**config.mk**
```make
export PLATFORM = sky130hd
export DESIGN_NAME = regfile_write_scheduler
export DESIGN_NICKNAME = d
export VERILOG_FILES = /design/src/rtl/regfile_ctrl_pkg.sv /design/src/rtl/rr_arbiter2.sv /design/src/rtl/regfile_write_scheduler.sv
export SDC_FILE = /design/constraint.sdc
export NUM_CORES = 1
export LEC_CHECK = 0
export ABC_AREA = 1
export CAP_MARGIN = 30
export CORE_MARGIN = 2
export CORE_UTILIZATION = 40
export DETAILED_ROUTE_END_ITERATION = 12
export PLACE_DENSITY = 0.75
export SETUP_SLACK_MARGIN = 0.02
export SLEW_MARGIN = 15
export SYNTH_ARGS = -nofsm -noshare
export SYNTH_HDL_FRONTEND = slang
export SYNTH_SLANG_ARGS = --single-unit
export TNS_END_PERCENT = 10
```
**constraint.sdc**
```tcl
create_clock -name clk -period 3.1 [get_ports clk]
set_input_delay 0.93 -clock clk [delete_from_list [all_inputs] [get_ports clk]]
set_output_delay 0.93 -clock clk [all_outputs]
set_load 0.02 [all_outputs]
```
**src/rtl/regfile_ctrl_pkg.sv**
```systemverilog
// Shared constants and types for the register-file write scheduler.
package regfile_ctrl_pkg;
    localparam int NUM_REGS = 4;
    localparam int REG_AW   = 2;
    localparam int DATA_W   = 16;
    localparam int CNT_W    = 2;

    typedef logic [REG_AW-1:0] reg_addr_t;
    typedef logic [DATA_W-1:0] word_t;
    typedef logic [CNT_W-1:0]  cnt_t;

    localparam cnt_t CNT_MAX = '1;
endpackage

```
**src/rtl/rr_arbiter2.sv**
```systemverilog
// Two-input writeback arbiter: round-robin by default, load-first fixed
// priority when ARB_FIXED_PRIO_EN is defined.
module rr_arbiter2 (
    input  logic       clk,
    input  logic       reset,
    input  logic [1:0] req,
    output logic [1:0] grant,
    output logic       grant_idx
);
    logic last_grant_q;
    logic last_grant_d;

    always_comb begin
        grant        = 2'b00;
        grant_idx    = 1'b0;
        last_grant_d = last_grant_q;
`ifdef ARB_FIXED_PRIO_EN
        if (req[1]) begin
            grant     = 2'b10;
            grant_idx = 1'b1;
        end else if (req[0]) begin
            grant     = 2'b01;
            grant_idx = 1'b0;
        end
`else
        // On contention the requester that did not win last time goes next.
        if (req == 2'b11) begin
            grant_idx = ~last_grant_q;
            grant     = grant_idx ? 2'b10 : 2'b01;
        end else if (req[1]) begin
            grant     = 2'b10;
            grant_idx = 1'b1;
        end else if (req[0]) begin
            grant     = 2'b01;
            grant_idx = 1'b0;
        end
`endif
        if (|req) begin
            last_grant_d = grant_idx;
        end
    end

    always_ff @(posedge clk or posedge reset) begin
        if (reset) begin
            last_grant_q <= 1'b1;
        end else begin
            last_grant_q <= last_grant_d;
        end
    end
endmodule

```
**src/rtl/regfile_write_scheduler.sv**
```systemverilog
// Shares the register-file write port between ALU and load writeback and keeps
// a per-register outstanding-write scoreboard. ARB_FIXED_PRIO_EN selects load-first arbitration.
module regfile_write_scheduler
    import regfile_ctrl_pkg::*;
(
    input  logic                clk,
    input  logic                reset,
    input  logic                alloc_valid,
    input  logic [REG_AW-1:0]   alloc_reg,
    output logic                alloc_ready,
    input  logic [REG_AW-1:0]   rd_addr1,
    input  logic [REG_AW-1:0]   rd_addr2,
    output logic                stall,
    input  logic                req0_valid,
    input  logic [REG_AW-1:0]   req0_reg,
    input  logic [DATA_W-1:0]   req0_data,
    output logic                req0_ready,
    input  logic                req1_valid,
    input  logic [REG_AW-1:0]   req1_reg,
    input  logic [DATA_W-1:0]   req1_data,
    output logic                req1_ready,
    output logic                reg_write,
    output logic [REG_AW-1:0]   write_reg,
    output logic [DATA_W-1:0]   write_data,
    output logic [NUM_REGS-1:0] pending
);
    logic [1:0]    grant;
    logic          grant_idx;
    logic          reg_write_q,  reg_write_d;
    reg_addr_t     write_reg_q,  write_reg_d;
    word_t         write_data_q, write_data_d;
    cnt_t          cnt_q [NUM_REGS];
    cnt_t          cnt_d [NUM_REGS];
    logic          alloc_fire;
    logic [NUM_REGS-1:0] inc_vec;
    logic [NUM_REGS-1:0] dec_vec;

    rr_arbiter2 u_arb (
        .clk       (clk),
        .reset     (reset),
        .req       ({req1_valid, req0_valid}),
        .grant     (grant),
        .grant_idx (grant_idx)
    );

    assign req0_ready = grant[0];
    assign req1_ready = grant[1];

    always_comb begin
        reg_write_d  = |grant;
        write_reg_d  = write_reg_q;
        write_data_d = write_data_q;
        if (grant_idx && grant[1]) begin
            write_reg_d  = req1_reg;
            write_data_d = req1_data;
        end else if (grant[0]) begin
            write_reg_d  = req0_reg;
            write_data_d = req0_data;
        end
    end

    assign alloc_ready = (cnt_q[alloc_reg] != CNT_MAX);
    assign alloc_fire  = alloc_valid && alloc_ready;

    // The decrement lands on the same edge the register file commits the write.
    always_comb begin
        inc_vec = '0;
        dec_vec = '0;
        for (int i = 0; i < NUM_REGS; i++) begin
            cnt_d[i]   = cnt_q[i];
            inc_vec[i] = alloc_fire && (alloc_reg == reg_addr_t'(i));
            dec_vec[i] = reg_write_q && (write_reg_q == reg_addr_t'(i));
            if (inc_vec[i] && !dec_vec[i]) begin
                cnt_d[i] = cnt_q[i] + 1'b1;
            end else if (dec_vec[i] && !inc_vec[i] && (cnt_q[i] != '0)) begin
                cnt_d[i] = cnt_q[i] - 1'b1;
            end
        end
    end

    always_comb begin
        pending = '0;
        for (int i = 0; i < NUM_REGS; i++) begin
            pending[i] = (cnt_q[i] != '0);
        end
    end

    assign stall      = pending[rd_addr1] | pending[rd_addr2];
    assign reg_write  = reg_write_q;
    assign write_reg  = write_reg_q;
    assign write_data = write_data_q;

    always_ff @(posedge clk or posedge reset) begin
        if (reset) begin
            reg_write_q  <= 1'b0;
            write_reg_q  <= '0;
            write_data_q <= '0;
            for (int i = 0; i < NUM_REGS; i++) begin
                cnt_q[i] <= '0;
            end
        end else begin
            reg_write_q  <= reg_write_d;
            write_reg_q  <= write_reg_d;
            write_data_q <= write_data_d;
            for (int i = 0; i < NUM_REGS; i++) begin
                cnt_q[i] <= cnt_d[i];
            end
        end
    end

    // A commit to a register with nothing outstanding is a protocol error.
    a_no_underflow: assert property (@(posedge clk) disable iff (reset)
        (reg_write_q && !(alloc_fire && alloc_reg == write_reg_q)) |-> pending[write_reg_q]);
endmodule

```
==> results of run 1 <==
==> what timing repair did <==
action,4_1_cts,5_1_grt
resized for setup,5,3
setup buffers,0,0
setup endpoints to repair,4,2
pin swaps,0,0
==> per-layer routing <==
| layer | routed length, µm | track usage |
|---|---|---|
| met1 | 1770 | 0.239 |
| met2 | 1820 | 0.321 |
| met3 | 351 | 0.0568 |
| met4 | 21 | 0.0475 |
| met5 | 0 | 0 |
==> report_power, final <==
group	internal (mW)	total (mW)	leakage, nW	switching, mW
clock	0.0920	0.200	0.0228	0.108
sequential	0.449	0.519	0.331	0.0709
combinational	0.303	0.666	0.800	0.363
==> per-stage QoR <==
step	setup TNS, ns	cell area, µm²	setup WS, ns	std cells	hold slack (ns)
floorplan	0	1670	0.706	212	0.446
global placement	-0.759	2490	-0.401	340	0.455
detailed placement	-0.801	2490	-0.422	340	0.464
global route	0	2520	0.0139	344	0.503
CTS	0	2520	0.0430	344	0.475
finish	0	2520	0.0914	344	0.476
==> how the worst max path moves through the flow <==
stage          slack, ns     endpoint
2_1_floorplan       0.71        stall
3_3_place_gp       -0.40  alloc_ready
3_5_place_dp       -0.42  alloc_ready
4_1_cts             0.04  alloc_ready
5_1_grt             0.01  alloc_ready
6_report            0.09  alloc_ready
==> cell usage in the layout (no fill, tap or decap), drive strengths merged <==
| cell | Yosys | layout |
|---|---|---|
| o31ai | 16 | 16 |
| dfrtp | 27 | 27 |
| clkdlybuf4s50 | 0 | 68 |
| nand3 | 20 | 20 |
| nand4 | 4 | 4 |
| o22ai | 2 | 2 |
| nand2 | 58 | 58 |
| inv | 19 | 19 |
| dfstp | 1 | 1 |
| o21ai | 8 | 8 |
| o2111ai | 1 | 1 |
| a31oi | 1 | 1 |
| a21oi | 1 | 1 |
| clkinv | 1 | 1 |
| or2 | 2 | 2 |
| dlygate4sd2 | 0 | 3 |
| clkdlybuf4s15 | 0 | 1 |
| clkbuf | 3 | 5 |
| o211ai | 2 | 2 |
| buf | 4 | 13 |
| nor2 | 41 | 41 |
==> layout make-up <==
class                      count  area [µm²]  area share
tap                           50        62.6      0.0248
clock buffer                   4        45.0      0.0179
inverter                      20        80.1      0.0317
sequential                    28         702       0.278
timing repair buffer          86         820       0.325
multi-input combinational    156         813       0.322
==> logic make-up after synthesis <==
| family | Yosys count | synth area share |
|---|---|---|
| AND/OR/NAND/NOR | 125 | 0.362 |
| buffers and inverters | 28 | 0.0930 |
| AO/OA/AOI/OAI | 31 | 0.125 |
| flip-flops | 28 | 0.421 |
==> worst max-delay path, stage by stage <==
cell and delay [ns]:
clkdlybuf4s50_1 0.53, inv_1 0.09, nand2_1 0.08, nand2_2 0.08, nand2_8 0.07, clkdlybuf4s15_1 0.29
==> impl_metrics.ini, run 1 <==
[run_status]
status = complete, no violations

[pwr]
vdd_ir_drop_max_mv = 0.269
power_density_nw_per_um2 = 549
p_total_mw = 1.39
p_leak_nw = 1.15

[worst_setup_path]
reg2reg_to = cnt_q[4]
required_ns = 2.17
worstSetupStartpointType = input pin
critPathKind = in -> out
r2r_cells = 11
timing.rr.start = cnt_q[2]
end_kind = primary output
crit_start = alloc_reg[1]
crit_fanout = 4
reg2reg_slack_ns = 1.71
crit_arrival_ns = 2.08

[cells_and_area]
n_antenna_cell = 0
num-fill-cells = 356
drive_above_1_share = 0.129
fin_util = 0.631
largest_reg_flops = 16
nets = 342
areaGrowthSynthToFinish_pct = 51.2

[timing]
setup_violations = 0
slew_headroom = 0.704
hold_viol = 0
worstMarginPinSlew_ns = 0.443
max_freq_ghz = 0.332
grt_setup_unrepaired = yes
fin_crit_ns = 3.01
fin_skew_ns = 0.00591
min_period_over_period = 0.971
drv_slew = 0

[synthesis]
synth_edf_count = 0
yosysMostFrequentCell = nand2_1
synth_flop_cell = dfrtp_1
synth_common_cells = 54 x nand2_1, 41 x nor2_1, 27 x dfrtp_1
syn_area_um2 = 1670
ys_seq_area_frac = 0.421
synth-seq-cells = 28
synthArstFlopShare = 1.00
synthCells = 212
synth.distinct_cells = 27
syn_nets = 259
yosys_warnings = 0
post-synth-top-area-cell = dfrtp_1
syn_avg_cell_area_um2 = 7.87
synth_area_leaders = dfrtp_1 41%, nand2_1 12%, nor2_1 9.2%, o31ai_1 7.2%, nand3_2 4.8%
synth_top_area_frac = 0.405

[routing]
vias = 1665
dr.pass1.iters = 4
routed_via_density = 4.84
wl_per_cell_um = 11.5
drt_wl_total_um = 3970
ant_nets = 0
drt_iter0_drc = 36
drc = 0

[clocking]
clk-insertion-delay-late_ns = 0.27
cts_max_path_buffers = 2
clkTransAtPathRegs_ns = 0.09
hold_buffers = 0
clkSinkCount = 28
cts_made_buffers = 3
root_buffer = clkbuf_8
htreeDepth = 1
cts_tree = yes

[global_route]
grtUsageTotal = 0.191
antenna_found_initial = 0
grt_pass1_wl_um = 6780
grt_max_degree = 29
grt_overflow = 0
grt_pass1_vias = 1593

[die]
initial_core_util = 0.417
die_x_um = 68.6
die_h_um = 68.6
ios = 74
design.die.area_um2 = 4700
rows = 23
coreArea_um2 = 4000

[flow_run]
maxCapViolations = 0

[placement]
dp.final_hpwl_um = 3090
finalWeightedCongestion = 0.721
port_buffers = 73

[min_path]
hold_class = reg -> reg
hold_end = u_arb.last_grant_q
min_from = u_arb.last_grant_q
whs_path_depth = 2
Power figures use the tool's default switching activity.
==> inputs of run 2 (changes only) <==
CORE_UTILIZATION = 25   (was 40)
PLACE_DENSITY = 0.5   (was 0.75)
==> impl_metrics.ini, run 2 (synthesis gave the netlist of run 1 again) <==
[worst_setup_path]
path_cells = dlygate4sd2_1 -> inv_6 -> nand2_1 -> nand2_1 -> nand2_1 -> nand2_4 -> nand2_8 -> clkdlybuf4s15_1
reg2reg_slack_ns = 1.70
slowest_stage = dlygate4sd2_1
worstSetupStartpointType = input pin
slowest_delay_ns = 0.40
critPathKind = in -> out
required_ns = 2.17
r2r_cells = 11
crit_fanout = 7
path_common_cell = nand2_1
crit_arrival_ns = 2.02
reg2reg_to = cnt_q[4]
end_kind = primary output
timing.rr.start = cnt_q[2]

[routing]
dr.pass1.iters = 4
drc = 0
vias = 1643
wl_per_cell_um = 12.0
drt_wl_total_um = 4450
ant_nets = 0
drt_iter0_drc = 49
routed_via_density = 4.43

[pwr]
power_frac_comb = 0.451
p_leak_nw = 1.18
p_clk_frac = 0.196
intPower_mw = 0.924
power_density_nw_per_um2 = 575
p_sw_frac = 0.378
vdd_ir_drop_max_mv = 0.370
power_frac_seq = 0.352
power.switching_mw = 0.562

[cells_and_area]
drive_above_1_share = 0.133
n_antenna_cell = 0
final_common_cell = clkdlybuf4s50_1
largest_reg_flops = 16
fin_util = 0.405
areaGrowthSynthToFinish_pct = 55.0
nets = 342
layout_common_cells = 67 x clkdlybuf4s50_1, 54 x nand2_1, 40 x nor2_1

[global_route]
grt_max_degree = 29
grt_pass1_vias = 1589
grt_overflow = 0
grtUsageTotal = 0.124
grt_pass1_wl_um = 7390
antenna_found_initial = 0

[min_path]
min_from = u_arb.last_grant_q
whs_path_depth = 2
hold_end = u_arb.last_grant_q
hold_class = reg -> reg

[placement]
port_buffers = 73
dp.final_hpwl_um = 3370
finalWeightedCongestion = 0.799
post-place-ws_ns = -0.434

[clocking]
cts_tree = yes
cts_max_path_buffers = 2
cts_made_buffers = 3
htreeDepth = 1
post_cts_buffers = 0
clk-insertion-delay-late_ns = 0.28
clkTransAtPathRegs_ns = 0.09
clkSinkCount = 28
root_buffer = clkbuf_8

[die]
die_h_um = 85.7
design.die.area_um2 = 7340
die_x_um = 85.7
coreArea_um2 = 6390
rows = 29
initial_core_util = 0.261
ios = 74

[timing]
hold_viol = 0
max_freq_ghz = 0.339
min_period_over_period = 0.952
worstMarginPinSlew_ns = 0.440
fin_setup_tns_ns = 0
fin_crit_ns = 2.95
drv_slew = 0
setup_violations = 0
grt_setup_unrepaired = no
slew_headroom = 0.706
fin_skew_ns = 0.0106
worst_slack_ns = 0.150

[run_status]
status = complete, no violations

[flow_run]
maxCapViolations = 0
[run 2: changes by cell type in the layout (fill, tap and decap cells not counted), sizes merged]
| cell | change |
|---|---|
| clkbuf | -1 |
| dlymetal6s2s | +1 |
| bufinv | +1 |
| clkdlybuf4s50 | -1 |
[run 2: metal layers]
metal  GRT usage  up-vias  wire length [µm]  share of wire
li1            -      857                 -              -
met1       0.154      726              2030           0.46
met2       0.202       58              1940           0.44
met3      0.0472        2               459           0.10
met4      0.0317        0                19         0.0043
met5           0        -                 0              0
[run 2: timing repair]
item	4_1_cts	5_1_grt
endpoints found under the setup margin	4	2
hold buffers	0	0
resized for setup	6	3
[run 2: power groups by stage]
stage / Sequential [mW] / Combinational (mW) / Clock [mW]
6_report: 0.524 / 0.671 / 0.292
3_5_place_dp: 0.529 / 0.687 / 0
5_1_grt: 0.535 / 0.742 / 0.318
4_1_cts: 0.523 / 0.681 / 0.301
2_1_floorplan: 0.544 / 0.374 / 0
3_3_place_gp: 0.532 / 0.685 / 0
[run 2: worst max-delay path, delay by kind of cell]
kind | cells | cell delay [ns]
buffers and inverters | 3 | 0.75
AND/OR/NAND/NOR | 5 | 0.34
[run 2: cell type report]
type,count,area [µm²]
clock buffer,3,41.3
clock inverter,1,30.0
fill,683,3800
inverter,20,80.1
multi-input combinational,156,813
sequential,28,702
tap,77,96.3
timing repair buffer,86,822
[run 2: worst max-delay path by stage]
stage | slack, ns | start | end
6_report | 0.15 | alloc_reg[0] | alloc_ready
4_1_cts | 0.02 | alloc_reg[1] | alloc_ready
3_5_place_dp | -0.43 | alloc_reg[0] | alloc_ready
3_3_place_gp | -0.42 | alloc_reg[0] | alloc_ready
5_1_grt | 0.05 | alloc_reg[0] | alloc_ready
2_1_floorplan | 0.71 | rd_addr2[0] | stall
[run 2: stage by stage]
step	power, mW	cells	area, µm²	hold slack (ns)
after global placement	1.22	367	2520	0.458
final	1.49	371	2580	0.477
after floorplan	0.918	212	1670	0.446
after CTS	1.50	371	2590	0.479
after detailed placement	1.22	367	2520	0.467
after global routing	1.59	371	2580	0.508
==> inputs of run 3 (changes only) <==
CORE_UTILIZATION = 45   (was 25)
PLACE_DENSITY = 0.83   (was 0.5)
==> impl_metrics.ini, run 3 (synthesis gave the netlist of run 1 again) <==
[timing]
max_freq_ghz = 0.339
slew_headroom = 0.689
hold_viol = 0
min_period_over_period = 0.953
grt_setup_unrepaired = no
setup_violations = 0
fin_setup_tns_ns = 0
drv_slew = 0
worst_slack_ns = 0.146
fin_skew_ns = 0.00718
worstMarginPinSlew_ns = 0.465
fin_crit_ns = 2.95

[die]
die_h_um = 64.9
initial_core_util = 0.463
ios = 74
rows = 22
die_x_um = 64.9
coreArea_um2 = 3610
design.die.area_um2 = 4210

[global_route]
grt_use_met3 = 0.0920
grtUsageTotal = 0.227
grt_overflow = 0
grt_pass1_wl_um = 7410
grt_pass1_vias = 1698
met2_usage = 0.383
grt_max_degree = 33
busiest_layer = met2
grt_util_met1 = 0.261
antenna_found_initial = 0

[cells_and_area]
final_common_cell = clkdlybuf4s50_1
final_area_um2 = 2530
largest_reg_flops = 16
stdcell_count = 341
nets = 341
areaGrowthSynthToFinish_pct = 51.9
num-fill-cells = 304
n_antenna_cell = 0
drive_above_1_share = 0.133
fin_util = 0.703
layout_common_cells = 68 x clkdlybuf4s50_1, 54 x nand2_1, 40 x nor2_1

[worst_setup_path]
critPathKind = in -> out
crit_arrival_ns = 2.02
worstSetupStartpointType = input pin
path_cells = clkdlybuf4s50_1 -> nand2_1 -> nand2_1 -> clkinv_1 -> dlygate4sd2_1
slowest_stage = clkdlybuf4s50_1
cp_top_family = buffers and inverters
path_common_cell = nand2_1
end_kind = primary output
required_ns = 2.17
crit_fanout = 3
path_buf_inv = 3
slowest_delay_ns = 0.50

[pwr]
power_density_nw_per_um2 = 584
vdd_ir_drop_max_mv = 0.283
p_leak_nw = 1.16

[placement]
finalWeightedCongestion = 0.759
post-place-ws_ns = -0.422
dp.final_hpwl_um = 3270
dpl-instance-area_um2 = 2480
port_buffers = 73
dp_cells = 337

[clocking]
root_buffer = clkbuf_8
hold_buffers = 0
clkTransAtPathRegs_ns = 0.10
cts_tree = yes
clkSinkCount = 28
clk-insertion-delay-late_ns = 0.28
post_cts_buffers = 0
cts_made_buffers = 3
cts_max_path_buffers = 2
htreeDepth = 1

[routing]
drc = 0
vias = 1700
wl_per_cell_um = 12.6
routed_via_density = 4.99
ant_nets = 0
drt_iter0_drc = 62
drt_wl_total_um = 4310
dr.pass1.iters = 4

[flow_run]
maxCapViolations = 0

[min_path]
hold_class = reg -> reg

[run_status]
status = complete, no violations
[run 3: cell count changes in the layout (fill, tap and decap cells not counted)]
cell | previous run | this run
clkdlybuf4s50_1 | 67 | 68
clkdlybuf4s15_1 | 1 | 0
dlymetal6s2s_1 | 1 | 0
buf_4 | 13 | 12
clkbuf_2 | 1 | 2
[run 3: layout make-up]
class                      count  area, µm²  area share
multi-input combinational    156        813       0.321
timing repair buffer          85        807       0.319
sequential                    28        702       0.277
inverter                      20       80.1      0.0316
tap                           48       60.1      0.0237
clock buffer                   3       41.3      0.0163
clock inverter                 1       30.0      0.0119
[run 3: metrics by stage]
step / power (mW) / hold WS, ns
after floorplan: 0.918 / 0.446
after global placement: 1.19 / 0.457
after detailed placement: 1.21 / 0.460
after CTS: 1.49 / 0.490
after global routing: 1.58 / 0.516
final: 1.48 / 0.486
[run 3: where the power goes]
part | internal, mW | switching, mW | leakage, nW
logic | 0.301 | 0.367 | 0.794
clock network | 0.173 | 0.117 | 0.0357
registers | 0.448 | 0.0722 | 0.331
[run 3: worst paths after layout]
kind / startpoint / endpoint / slack (ns) / depth (start not counted)
worst max-delay path: req0_valid / req1_ready / 0.15 / 5
worst min-delay path: u_arb.last_grant_q / u_arb.last_grant_q / 0.49 / 2
worst max register to register: cnt_q[6] / cnt_q[2] / 1.68 / 11
worst min register to register: u_arb.last_grant_q / u_arb.last_grant_q / 0.49 / 2
max in group asynchronous: reset / u_arb.last_grant_q / 1.79 / 3
min in group asynchronous: reset / write_data[7] / 1.00 / 3
[run 3: worst reg2reg max path: stages (launching register included)]
cell and delay, ns:
dfrtp_1 0.43, nand2_1 0.09, nand2_1 0.05, nand2_1 0.07
nand2_2 0.08, nand2_8 0.07, buf_4 0.18, nand3_2 0.10
nand3_2 0.10, nand2_1 0.05, nand2_1 0.06, nand2_1 0.05
[run 3: routing by layer]
layer	vias up	part of all wire
li1	854	-
met1	779	0.41
met2	60	0.47
met3	7	0.10
met4	0	0.015
met5	-	0
[run 3: what timing repair did]
action                     CTS  global route
gates cloned                 0             0
setup endpoints to repair    4             2
gates resized for setup      6             3
pin swaps                    0             0
